==> config.mk <==
export PLATFORM = sky130hd
export DESIGN_NAME = sample_serializer
export DESIGN_NICKNAME = d
export VERILOG_FILES = /design/src/rtl/sample_serializer.sv
export SDC_FILE = /design/constraint.sdc
export NUM_CORES = 1
export LEC_CHECK = 0
export CAP_MARGIN = 20
export CORE_MARGIN = 5
export CORE_UTILIZATION = 60
export CTS_CLUSTER_DIAMETER = 30
export DETAILED_ROUTE_END_ITERATION = 16
export PLACE_DENSITY = 0.87
export SYNTH_ARGS = -nofsm -noshare
export SYNTH_HDL_FRONTEND = slang
export SYNTH_SLANG_ARGS = --single-unit
export TNS_END_PERCENT = 5
==> constraint.sdc <==
create_clock -name clk -period 6.17 [get_ports clk]
set_clock_uncertainty 0.15 [all_clocks]
set_input_delay 0.9255 -clock clk [delete_from_list [all_inputs] [get_ports clk]]
set_output_delay 0.9255 -clock clk [all_outputs]
set_load 0.01 [all_outputs]
==> src/rtl/sample_serializer.sv <==
// Splits right-justified audio samples into an LSB-first byte stream.
// An active shift register plus a one-entry pending buffer keep the output gap-free.
module sample_serializer (
    input  logic        clk,
    input  logic        rst,
    input  logic [31:0] sample_in,
    input  logic [3:0]  sample_size,
    input  logic        sample_valid,
    output logic        sample_ready,
    output logic [7:0]  byte_out,
    output logic        byte_valid,
    input  logic        byte_ready,
    output logic        byte_last,
    output logic        size_err
);

    localparam logic [3:0] S_8BIT  = 4'd0;
    localparam logic [3:0] S_12BIT = 4'd1;
    localparam logic [3:0] S_16BIT = 4'd3;
    localparam logic [3:0] S_24BIT = 4'd4;
    localparam logic [3:0] S_32BIT = 4'd5;

    typedef enum logic {
        IDLE,
        SEND
    } state_t;

    state_t      r_state;
    logic [31:0] r_actData;
    logic [2:0]  r_actLeft;
    logic        r_pendValid;
    logic [31:0] r_pendData;
    logic [2:0]  r_pendLeft;
    logic        r_sizeErr;

    state_t      w_nextState;
    logic [31:0] w_nextActData;
    logic [2:0]  w_nextActLeft;
    logic        w_nextPendValid;
    logic [31:0] w_nextPendData;
    logic [2:0]  w_nextPendLeft;
    logic        w_nextSizeErr;

    logic [31:0] w_mask;
    logic [2:0]  w_count;
    logic        w_sizeOk;
    logic [31:0] w_masked;
    logic        w_accept;
    logic        w_acceptGood;
    logic        w_transfer;
    logic        w_lastXfer;

    // Size code decode: byte count and mask; unsupported codes flag w_sizeOk low.
    always_comb begin
        w_mask   = 32'h0000_0000;
        w_count  = 3'd0;
        w_sizeOk = 1'b0;
        case (sample_size)
            S_8BIT:  begin w_mask = 32'h0000_00FF; w_count = 3'd1; w_sizeOk = 1'b1; end
            S_12BIT: begin w_mask = 32'h0000_0FFF; w_count = 3'd2; w_sizeOk = 1'b1; end
            S_16BIT: begin w_mask = 32'h0000_FFFF; w_count = 3'd2; w_sizeOk = 1'b1; end
            S_24BIT: begin w_mask = 32'h00FF_FFFF; w_count = 3'd3; w_sizeOk = 1'b1; end
            S_32BIT: begin w_mask = 32'hFFFF_FFFF; w_count = 3'd4; w_sizeOk = 1'b1; end
            default: begin w_mask = 32'h0000_0000; w_count = 3'd0; w_sizeOk = 1'b0; end
        endcase
    end

    assign w_masked     = sample_in & w_mask;
    assign sample_ready = !rst && !r_pendValid;
    assign w_accept     = sample_valid && sample_ready;
    assign w_acceptGood = w_accept && w_sizeOk;
    assign w_transfer   = (r_state == SEND) && byte_ready;
    assign w_lastXfer   = w_transfer && (r_actLeft == 3'd1);

    assign byte_out   = r_actData[7:0];
    assign byte_valid = (r_state == SEND);
    assign byte_last  = (r_state == SEND) && (r_actLeft == 3'd1);
    assign size_err   = r_sizeErr;

    // Next-state logic; a sample finishing this cycle is replaced by pending first, then by a new accept.
    always_comb begin
        w_nextState     = r_state;
        w_nextActData   = r_actData;
        w_nextActLeft   = r_actLeft;
        w_nextPendValid = r_pendValid;
        w_nextPendData  = r_pendData;
        w_nextPendLeft  = r_pendLeft;
        w_nextSizeErr   = w_accept && !w_sizeOk;

        case (r_state)
            IDLE: begin
                if (w_acceptGood) begin
                    w_nextState   = SEND;
                    w_nextActData = w_masked;
                    w_nextActLeft = w_count;
                end
            end
            SEND: begin
                if (w_transfer) begin
                    if (r_actLeft > 3'd1) begin
                        w_nextActData = {8'h00, r_actData[31:8]};
                        w_nextActLeft = r_actLeft - 3'd1;
                    end else if (r_pendValid) begin
                        w_nextActData   = r_pendData;
                        w_nextActLeft   = r_pendLeft;
                        w_nextPendValid = 1'b0;
                    end else if (w_acceptGood) begin
                        w_nextActData = w_masked;
                        w_nextActLeft = w_count;
                    end else begin
                        w_nextState = IDLE;
                    end
                end
                if (w_acceptGood && !w_lastXfer) begin
                    w_nextPendValid = 1'b1;
                    w_nextPendData  = w_masked;
                    w_nextPendLeft  = w_count;
                end
            end
            default: w_nextState = IDLE;
        endcase
    end

    always_ff @(posedge clk) begin
        if (rst) begin
            r_state     <= IDLE;
            r_actData   <= 32'h0000_0000;
            r_actLeft   <= 3'd0;
            r_pendValid <= 1'b0;
            r_pendData  <= 32'h0000_0000;
            r_pendLeft  <= 3'd0;
            r_sizeErr   <= 1'b0;
        end else begin
            r_state     <= w_nextState;
            r_actData   <= w_nextActData;
            r_actLeft   <= w_nextActLeft;
            r_pendValid <= w_nextPendValid;
            r_pendData  <= w_nextPendData;
            r_pendLeft  <= w_nextPendLeft;
            r_sizeErr   <= w_nextSizeErr;
        end
    end

endmodule

==> metrics.txt, run 1 <==
status=finished clean; buffer depth of the longest clock path=2; DP Worst Slack=2.15 ns; R2R Setup Slk=about 2.9 ns; Slowest-stage cell, CP=nand3_2; Lkg Pwr=about 1.5 nW; chip height=90.8 um; IO Port Bufs=51; hold_sp=r_pendLeft[0]$_SDFFE_PP0P_; Total Power=934 uW; main combinational cell family by area after synthesis=compound AO/OA/AOI/OAI gates; maximum vdd drop=131 uV; DP HPWL=7020 um; Post-CTS Repair Setup Buffers=0; crit-path cells=clkdlybuf4s50_1, or3b_1, a211oi_4, nand3_2, nand2_1, a21oi_1; Final Hold Viols=0; Total GRT Usage=a little over a quarter; Fin Setup TNS=0 ns; Post-synth EDFFs=0; Synth Area in Adders=0.638%; H-tree depth=3; number of cells on the worst hold path=2; Worst R2R Path Depth=6; row count=29; Synth Area in Compound Gates=27.5%; Nets=559; XOR/XNOR Fraction of Synth Area=0%; Worst Tran Pin Value=1.05 ns; CTS tree=built; io pins=52; initial antenna violation count=0; number of global-route vias before repair=3667; # DRC=0; RSZ-0062 raised after global routing=no; routed wire length=10900 um; core area=0.00635 mm2; DR vias/cell=6.71; Crit Path Class=input port to register; Syn Nets=543; most common flop cell mapped by yosys=dfxtp_1; # diodes=0; FF+latch count, synth=73; die span in x=90.8 um; # resized after CTS=0; Worst path max stage delay=0.81 ns; sequential-to-total area share from yosys stat=37.3%; final setup violation count=0; asr flop ratio synth=0%; Die Footprint=0.00825 mm2; hold endpoint=r_pendLeft[0]$_SDFFE_PP0P_; initial core utilization=around three fifths; Max Slew Vio Count=0; Root Buffer Master=clkbuf_8; Max Fclk=0.271 GHz; Reg-to-Reg Start=r_pendValid$_SDFFE_PP0P_; hold_buf cts=0; initial DRC count=467; clk sink count=73; worst hold-check path type=register to register; Worst Path Buf+Inv=1; Skew-Pair Late Insertion Delay=approximately 0.36 ns; Slew HR=approximately 30%; global route overflow=0; peak fanout along the critical path=36; share of layout cells above drive strength 1=6.32%; post-synthesis mux area share=0.287%; post-synthesis cell type count=43; WP data arrival=between 3 and 4 ns; detailed-router iteration count before antenna repair=6; PwrDens=between 200 and 250 mW/mm2; area grow syn2layout=14.4%; YS warnings=0; max-cap violation count=0; CP top delay family=simple AND/OR/NAND/NOR gates; FF-to-FF End=r_pendData[10]$_SDFFE_PP0P_; Syn Area/Cell=7.82 um2; Setup WS post-layout=2.48 ns; Post-Synthesis Cells=501; Synth Area in Simple Gates=26.8%; largest net degree at the start of global routing=62; Routed Antenna Nets=0; Final period util=about three fifths; first-pass GRT wire length=approximately 18000 um; Worst EP required=6.23 ns; Post-Synthesis Cell Area=0.00392 mm2; CTS buffer count=9; crit path launch type=input port; overall via count from detail_route=4017; wire per inst=about 18 um; Core Util, Final=just over 70%; fin crit period=3.69 ns; CP endpoint kind=register; CTS clk-pin slew, worst paths=0.08 ns; Final GP Congestion=0.842
[worst reg2reg max path, cell delays in order, from the launching register on]
cell,delay [ns]
dfxtp_1,0.30
buf_4,0.27
or3b_1,0.59
a211oi_4,0.66
nand3_2,0.81
nand2_1,0.30
a21oi_1,0.10
[cell families after synthesis]
group | count (synthesis)
multiplexers | 1
buffers and inverters | 58
AND/OR/NAND/NOR | 213
AO/OA/AOI/OAI | 154
adder cells (fa/ha/maj) | 2
flip-flops | 73
[metrics by stage]
stage / hold slack, ns / area, um2 / cells
2_1_floorplan: 0.271 / 3920 / 501
5_1_grt: 0.324 / 4480 / 599
3_5_place_dp: 0.286 / 4310 / 583
3_3_place_gp: 0.281 / 4310 / 583
4_1_cts: 0.301 / 4480 / 599
6_report: 0.302 / 4480 / 599
[power breakdown]
group / switching [mW] / internal [mW]
logic: 0.0614 / 0.0465
registers: 0.00495 / 0.476
clock network: 0.177 / 0.168
total: 0.243 / 0.691
[state kept, by name (all words and copies together) (netlist names)]
| name | count |
|---|---|
| byte_valid | 1 |
| r_pendValid | 1 |
| size_err | 1 |
| r_pendData | 32 |
| r_pendLeft | 3 |
| r_actLeft | 3 |
| r_actData | 32 |
[how the worst max path moves through the flow]
stage                            start                     endpoint  slack [ns]  depth (start not counted)
after global routing      sample_valid  r_pendData[16]$_SDFFE_PP0P_        2.30                          6
after global placement    sample_valid  r_pendData[15]$_SDFFE_PP0P_        2.26                          7
after floorplan                    rst   r_actData[10]$_SDFFE_PP0P_        3.29                          9
after CTS                 sample_valid  r_pendData[10]$_SDFFE_PP0P_        2.53                          6
final                     sample_valid  r_pendData[10]$_SDFFE_PP0P_        2.48                          6
after detailed placement  sample_valid  r_pendData[16]$_SDFFE_PP0P_        2.15                          6
[cells in the mapped netlist (2+ instances only)]
library cell | instances | area share (%)
a21o_1 | 8 | 1.5
a22o_1 | 8 | 1.8
nor2_1 | 23 | 2.2
nor2b_1 | 9 | 1.4
clkbuf_1 | 30 | 2.9
inv_1 | 4 | 0.38
a22oi_1 | 9 | 1.7
o2bb2ai_1 | 4 | 0.89
nor3b_1 | 2 | 0.38
nand2b_1 | 3 | 0.48
o221ai_1 | 4 | 0.89
nand2_1 | 72 | 6.9
buf_6 | 4 | 1.1
a221o_1 | 8 | 2.0
a32oi_1 | 8 | 1.8
and2_1 | 3 | 0.48
and3_1 | 14 | 2.2
nor3_1 | 13 | 1.7
ha_1 | 2 | 0.64
a311o_1 | 5 | 1.3
buf_4 | 9 | 1.7
o41ai_1 | 8 | 1.8
a21oi_1 | 55 | 7.0
o211ai_1 | 4 | 0.77
buf_2 | 10 | 1.3
nand3b_1 | 15 | 2.9
dfxtp_1 | 73 | 37
nand3_1 | 54 | 6.9
a31o_2 | 4 | 0.89
o21ai_0 | 17 | 2.2
a31oi_1 | 7 | 1.1
[cell type report]
class | instances | area, um2
Sequential cell | 73 | 1460
Tap cell | 77 | 96.3
Timing Repair Buffer | 59 | 566
Fill cell | 525 | 1870
Inverter | 4 | 15.0
Clock buffer | 14 | 163
Clock inverter | 2 | 12.5
Multi-Input combinational cell | 370 | 2170
[layout by cell type, fill, tap and decap left out, types with 4 or more instances in the layout]
| cell | n |
|---|---|
| a21o_1 | 8 |
| a21oi_1 | 55 |
| a221o_1 | 8 |
| a22o_1 | 8 |
| a22oi_1 | 9 |
| a311o_1 | 5 |
| a31o_2 | 4 |
| a31oi_1 | 7 |
| a32oi_1 | 8 |
| and3_1 | 14 |
| buf_4 | 8 |
| clkbuf_8 | 11 |
| clkdlybuf4s50_1 | 50 |
| dfxtp_1 | 73 |
| inv_1 | 4 |
| nand2_1 | 72 |
| nand3_1 | 54 |
| nand3b_1 | 15 |
| nor2_1 | 23 |
| nor2b_1 | 9 |
| nor3_1 | 13 |
| o211ai_1 | 4 |
| o21ai_0 | 17 |
| o221ai_1 | 4 |
| o2bb2ai_1 | 4 |
| o41ai_1 | 8 |
[metal layers]
layer | track usage, % | vias to the layer above | part of all wire (%)
li1 | - | 1862 | -
met3 | 4.92 | 24 | 8.5
met5 | 0 | - | 0
met1 | 32.5 | 1908 | 39
met4 | 10.1 | 0 | 2.0
met2 | 44.1 | 223 | 50
Note: power is estimated with default switching activity, not from simulation.
==> inputs of run 2 (changes only) <==
--- a/config.mk
+++ b/config.mk
@@ -7,10 +7,10 @@
 export LEC_CHECK = 0
 export CAP_MARGIN = 20
 export CORE_MARGIN = 5
-export CORE_UTILIZATION = 60
+export CORE_UTILIZATION = 55
 export CTS_CLUSTER_DIAMETER = 30
 export DETAILED_ROUTE_END_ITERATION = 16
-export PLACE_DENSITY = 0.87
+export PLACE_DENSITY = 0.81
 export SYNTH_ARGS = -nofsm -noshare
 export SYNTH_HDL_FRONTEND = slang
 export SYNTH_SLANG_ARGS = --single-unit
==> constraint.sdc (replaced) <==
create_clock -name clk -period 3.4 [get_ports clk]
set_clock_uncertainty 0.15 [all_clocks]
set_input_delay 0.51 -clock clk [delete_from_list [all_inputs] [get_ports clk]]
set_output_delay 0.51 -clock clk [all_outputs]
set_load 0.01 [all_outputs]
==> run 2 against run 1 <==
  * Final area is 2.5% higher
  * Critical path depth stayed put
  * Final cell count increased by 4.7%
  * Combinational power is 84% higher
  * Clock power rose by 100%
  * Global-route usage shrank 1.0 points
  * Flip-flop and latch count unchanged
  * Register-to-register slack got worse by 1.9 ns
  * Critical path type unchanged
==> metrics.txt, run 2 (synthesis gave the netlist of run 1 again) <==
crit path launch type=input port; hold_buf cts=0 (unchanged); Total Power=1.76 mW (+89%); CTS tree=built; IO Port Bufs=51 (unchanged); Max Fclk=0.367 GHz; # DRC=0 (unchanged); number of cells on the worst hold path=1 (-1); Skew-Pair Late Insertion Delay=0.35 ns (about the same); Largest regs=r_actData (32), r_pendData (32); Post-CTS Repair Setup Buffers=0 (unchanged); Worst Tran Pin Value=0.951 ns (-0.0975 ns); global route overflow=0 (unchanged); # resized after CTS=0 (unchanged); maximum vdd drop=211 uV (+61%); initial DRC count=436 (-6.6%); CTS clk-pin slew, worst paths=0.08 ns (about the same); commonest non-fill, non-tap cell in the layout=dfxtp_1; first-pass GRT wire length=17900 um (-0.31%); RSZ-0062 raised after global routing=no; largest net degree at the start of global routing=62 (unchanged); Die Footprint=0.00892 mm2 (+8.1%); routed wire length=10900 um (-0.13%); Crit Path Class=input port to register; io pins=52 (unchanged); Lkg Pwr=1.59 nW (+3.3%); worst hold-check path type=register to register; area grow syn2layout=17.2%; buffer depth of the longest clock path=2 (unchanged); CP endpoint kind=register; CTS buffer count=9 (unchanged); most frequent cells in the layout=73 x dfxtp_1, 72 x nand2_1, 55 x a21oi_1; PwrDens=383 mW/mm2 (+84%); max-cap violation count=0 (unchanged); Nets=568 (+1.6%); share of layout cells above drive strength 1=8.29% (+2.0 points); Layout fillers=586 (+12%); die span in x=94.4 um (+4.0%); Routed Antenna Nets=0 (unchanged); DR vias/cell=6.30 (-6.1%); clk sink count=73 (unchanged); Worst R2R Path Depth=6 (unchanged); number of global-route vias before repair=3731 (+1.7%); Final Hold Viols=0 (unchanged); H-tree depth=3 (unchanged); initial core utilization=57.1% (-4.7 points); DP HPWL=7280 um (+3.7%); peak fanout along the critical path=14 (-61%); core area=0.00687 mm2 (+8.2%); Total GRT Usage=25.0% (-1.0 points); Final GP Congestion=0.884 (+5.0%); fin crit period=2.73 ns; Fin Setup TNS=0 ns (unchanged); wire per inst=17.4 um (-4.6%); chip height=94.4 um (+4.0%); Slew HR=36.4% (+6.3 points); Root Buffer Master=clkbuf_8; detailed-router iteration count before antenna repair=5 (-1); Final period util=80.2%; overall via count from detail_route=3950 (-1.7%); # diodes=0 (unchanged); Max Slew Vio Count=0 (unchanged); initial antenna violation count=0 (unchanged); WP data arrival=2.87 ns (-0.88 ns); Worst EP required=3.54 ns (-2.69 ns); status=finished clean; row count=30 (+3.4%); final setup violation count=0 (unchanged)
run 2: changes by cell type in the layout (fill, tap and decap cells not counted):
cell | previous run | this run
clkinv_2 | 1 | 2
clkinvlp_4 | 1 | 2
buf_4 | 8 | 17
clkbuf_8 | 11 | 10
clkbuf_1 | 3 | 1
bufinv_16 | 0 | 1
run 2: final timing paths:
| kind | startpoint | to | slack [ns] |
|---|---|---|---|
| max | sample_size[2] | r_actData[25]$_SDFFE_PP0P_ | 0.67 |
| min | r_actData[24]$_SDFFE_PP0P_ | r_actData[24]$_SDFFE_PP0P_ | 0.30 |
| max reg2reg | r_pendValid$_SDFFE_PP0P_ | r_actData[8]$_SDFFE_PP0P_ | 0.96 |
| min reg2reg | r_actData[24]$_SDFFE_PP0P_ | r_actData[24]$_SDFFE_PP0P_ | 0.30 |
run 2: per-layer routing:
metal  vias up  GRT usage [%]  wire (um)
met5         -              0          0
met4         0           12.3        261
met3        27           4.46        786
met2       186           42.2       5440
met1      1859           30.6       4420
li1       1878              -          -
run 2: critical path: stages:
cell and delay (ns):
clkdlybuf4s50_1 0.54, nand2b_1 0.33, a211o_1 0.57, o21ai_0 0.19
a21oi_1 0.52, a21o_1 0.20
run 2: where the power goes:
| part | switching, mW | total (mW) | internal [mW] |
|---|---|---|---|
| clock | 0.333 | 0.689 | 0.357 |
| combinational | 0.111 | 0.199 | 0.0879 |
| sequential | 0.00906 | 0.873 | 0.864 |
run 2: final cells by class:
type                            instances  area (um2)  share of cell area, %
Tap cell                               96         120                   2.61
Clock inverter                          5        55.1                   1.20
Sequential cell                        73        1460                   31.8
Timing Repair Buffer                   68         633                   13.8
Clock buffer                           11         141                   3.08
Multi-Input combinational cell        370        2170                   47.2
Inverter                                4        15.0                  0.327
run 2: per-stage QoR:
stage          utilization (%)  instances  hold slack (ns)  area [um2]  setup WS, ns
2_1_floorplan                -        501            0.271        3920         0.933
3_3_place_gp              64.0        611            0.285        4400         0.417
3_5_place_dp              64.0        611            0.285        4400         0.332
4_1_cts                   66.9        627            0.303        4600         0.687
5_1_grt                   66.9        627            0.324        4600         0.452
6_report                  66.9        627            0.302        4600         0.672
==> inputs of run 3 (changes only) <==
==> constraint.sdc (replaced) <==
create_clock -name clk -period 2.7 [get_ports clk]
set_clock_uncertainty 0.15 [all_clocks]
set_input_delay 0.405 -clock clk [delete_from_list [all_inputs] [get_ports clk]]
set_output_delay 0.405 -clock clk [all_outputs]
set_load 0.01 [all_outputs]
==> run 3 against run 2 <==
  * Routed wire length up 2.4%
  * First-iteration DRC count down 14%
  * Worst setup slack worse by 0.37 ns
  * Register-to-register slack worse by 0.49 ns
  * Largest power group unchanged
  * Highest routed layer unchanged
==> metrics.txt, run 3 (synthesis gave the netlist of run 1 again) <==
design area=0.00470 mm2 (+2.3%); wire per inst=17.5 um (+0.78%); die span in x=94.4 um (unchanged); routed wire length=11200 um (+2.4%); Worst Tran Pin Value=0.827 ns (-0.124 ns); Reg-to-Reg Start=r_pendValid$_SDFFE_PP0P_; core area=0.00687 mm2 (unchanged); Routed Antenna Nets=0 (unchanged); DR vias/cell=6.28 (-0.35%); Max Fclk=between 0.4 and 0.5 GHz; Placed Area=0.00447 mm2 (+1.7%); Post-CTS Repair Setup Buffers=0 (unchanged); CTS tree=built; Skew-Pair Late Insertion Delay=0.36 ns (about the same); initial core utilization=57.1% (unchanged); hold_sp=r_pendData[30]$_SDFFE_PP0P_; worst hold-check path type=register to register; peak fanout along the critical path=8 (-6); R2R Setup Slk=0.47 ns (-0.49 ns); row count=30 (unchanged); area grow syn2layout=19.9%; Crit Path Class=input port to register; CTS clk-pin slew, worst paths=0.08 ns (about the same); CTS buffer count=9 (unchanged); fin crit period=2.40 ns; # resized after CTS=0 (unchanged); crit path launch type=input port; Worst Hold Slack=0.305 ns (+0.00244 ns); Die Footprint=0.00892 mm2 (unchanged); Largest regs=r_actData (32), r_pendData (32); buffer depth of the longest clock path=2 (unchanged); final setup violation count=0 (unchanged); Total GRT Usage=25.1% (+0.12 points); Max Slew Vio Count=0 (unchanged); detailed-router iteration count before antenna repair=5 (unchanged); # diodes=0 (unchanged); commonest non-fill, non-tap cell in the layout=dfxtp_1; Final GP Congestion=0.871 (-1.5%); Worst EP required=2.85 ns (-0.69 ns); io pins=52 (unchanged); Root Buffer Master=clkbuf_8; largest net degree at the start of global routing=62 (unchanged); Lkg Pwr=1.66 nW (+4.1%); H-tree depth=3 (unchanged); share of layout cells above drive strength 1=10.2% (+1.9 points); PwrDens=498 mW/mm2 (+30%); RSZ-0062 raised after global routing=no; initial antenna violation count=0 (unchanged); DP HPWL=7590 um (+4.2%); hold endpoint=r_pendData[30]$_SDFFE_PP0P_; Nets=578 (+1.8%); Slew HR=44.7% (+8.3 points); clk sink count=73 (unchanged); FF-to-FF End=r_actData[4]$_SDFFE_PP0P_; Fin Setup TNS=0 ns (unchanged); chip height=94.4 um (unchanged); max-cap violation count=0 (unchanged); hold_buf cts=0 (unchanged); overall via count from detail_route=3999 (+1.2%); maximum vdd drop=282 uV (+34%); # DRC=0 (unchanged); number of global-route vias before repair=3768 (+0.99%); most frequent cells in the layout=73 x dfxtp_1, 72 x nand2_1, 55 x a21oi_1; first-pass GRT wire length=17800 um (-0.50%); status=finished clean; CP endpoint kind=register; initial DRC count=374 (-14%); WP data arrival=2.55 ns (-0.32 ns); Core Util, Final=68.5% (+1.5 points); global route overflow=0 (unchanged); Final Hold Viols=0 (unchanged); Total Power=2.34 mW (+33%); Worst R2R Path Depth=6 (unchanged); number of cells on the worst hold path=2 (+1); Final period util=88.8%; IO Port Bufs=51 (unchanged)
==> run 3: cell types whose count changed in the layout (fill, tap and decap cells not counted), sizes merged <==
cell and change:
bufinv +1, clkinvlp -1, inv +1, clkbuf -1
buf +10
==> run 3: how the worst max path moves through the flow <==
stage / endpoint / startpoint / slack (ns)
3_3_place_gp: r_actLeft[2]$_SDFFE_PP0P_ / sample_valid / 0.03
4_1_cts: r_actData[4]$_SDFFE_PP0P_ / sample_valid / 0.32
3_5_place_dp: r_actData[4]$_SDFFE_PP0P_ / sample_valid / -0.05
6_report: r_actData[4]$_SDFFE_PP0P_ / sample_valid / 0.30
5_1_grt: r_actData[5]$_SDFFE_PP0P_ / sample_valid / 0.18
2_1_floorplan: r_actData[10]$_SDFFE_PP0P_ / rst / 0.34
==> run 3: layer usage <==
| metal | GRT usage [%] | up-vias | part of all wire, % |
|---|---|---|---|
| li1 | - | 1902 | - |
| met1 | 30.0 | 1862 | 39 |
| met2 | 42.8 | 202 | 50 |
| met3 | 6.14 | 33 | 8.0 |
| met4 | 10.8 | 0 | 3.0 |
| met5 | 0 | - | 0 |
==> run 3: cell type report <==
class,count,area [um2]
Multi-Input combinational cell,370,2170
Fill cell,569,2170
Sequential cell,73,1460
Timing Repair Buffer,78,708
Clock buffer,10,138
Tap cell,96,120
Clock inverter,6,90.1
Inverter,4,15.0
==> run 3: power by group <==
part | leakage, nW | switching, mW | internal (mW) | total [mW]
logic | 0.955 | 0.143 | 0.119 | 0.262
clock network | 0.113 | 0.431 | 0.548 | 0.980
registers | 0.589 | 0.0101 | 1.09 | 1.10
total | 1.66 | 0.585 | 1.76 | 2.34
==> run 3: worst max-delay path, cell delays in order <==
cell and delay [ns]:
clkdlybuf4s50_1 0.46, or3b_1 0.49, a211oi_4 0.34, buf_4 0.23, nor3_1 0.05, o41ai_1 0.36, a221o_1 0.21
==> run 3: through the flow <==
step	std cells	setup WS, ns
final	637	0.302
after detailed placement	621	-0.0497
after global placement	621	0.0250
after floorplan	501	0.338
after CTS	637	0.316
after global routing	637	0.184
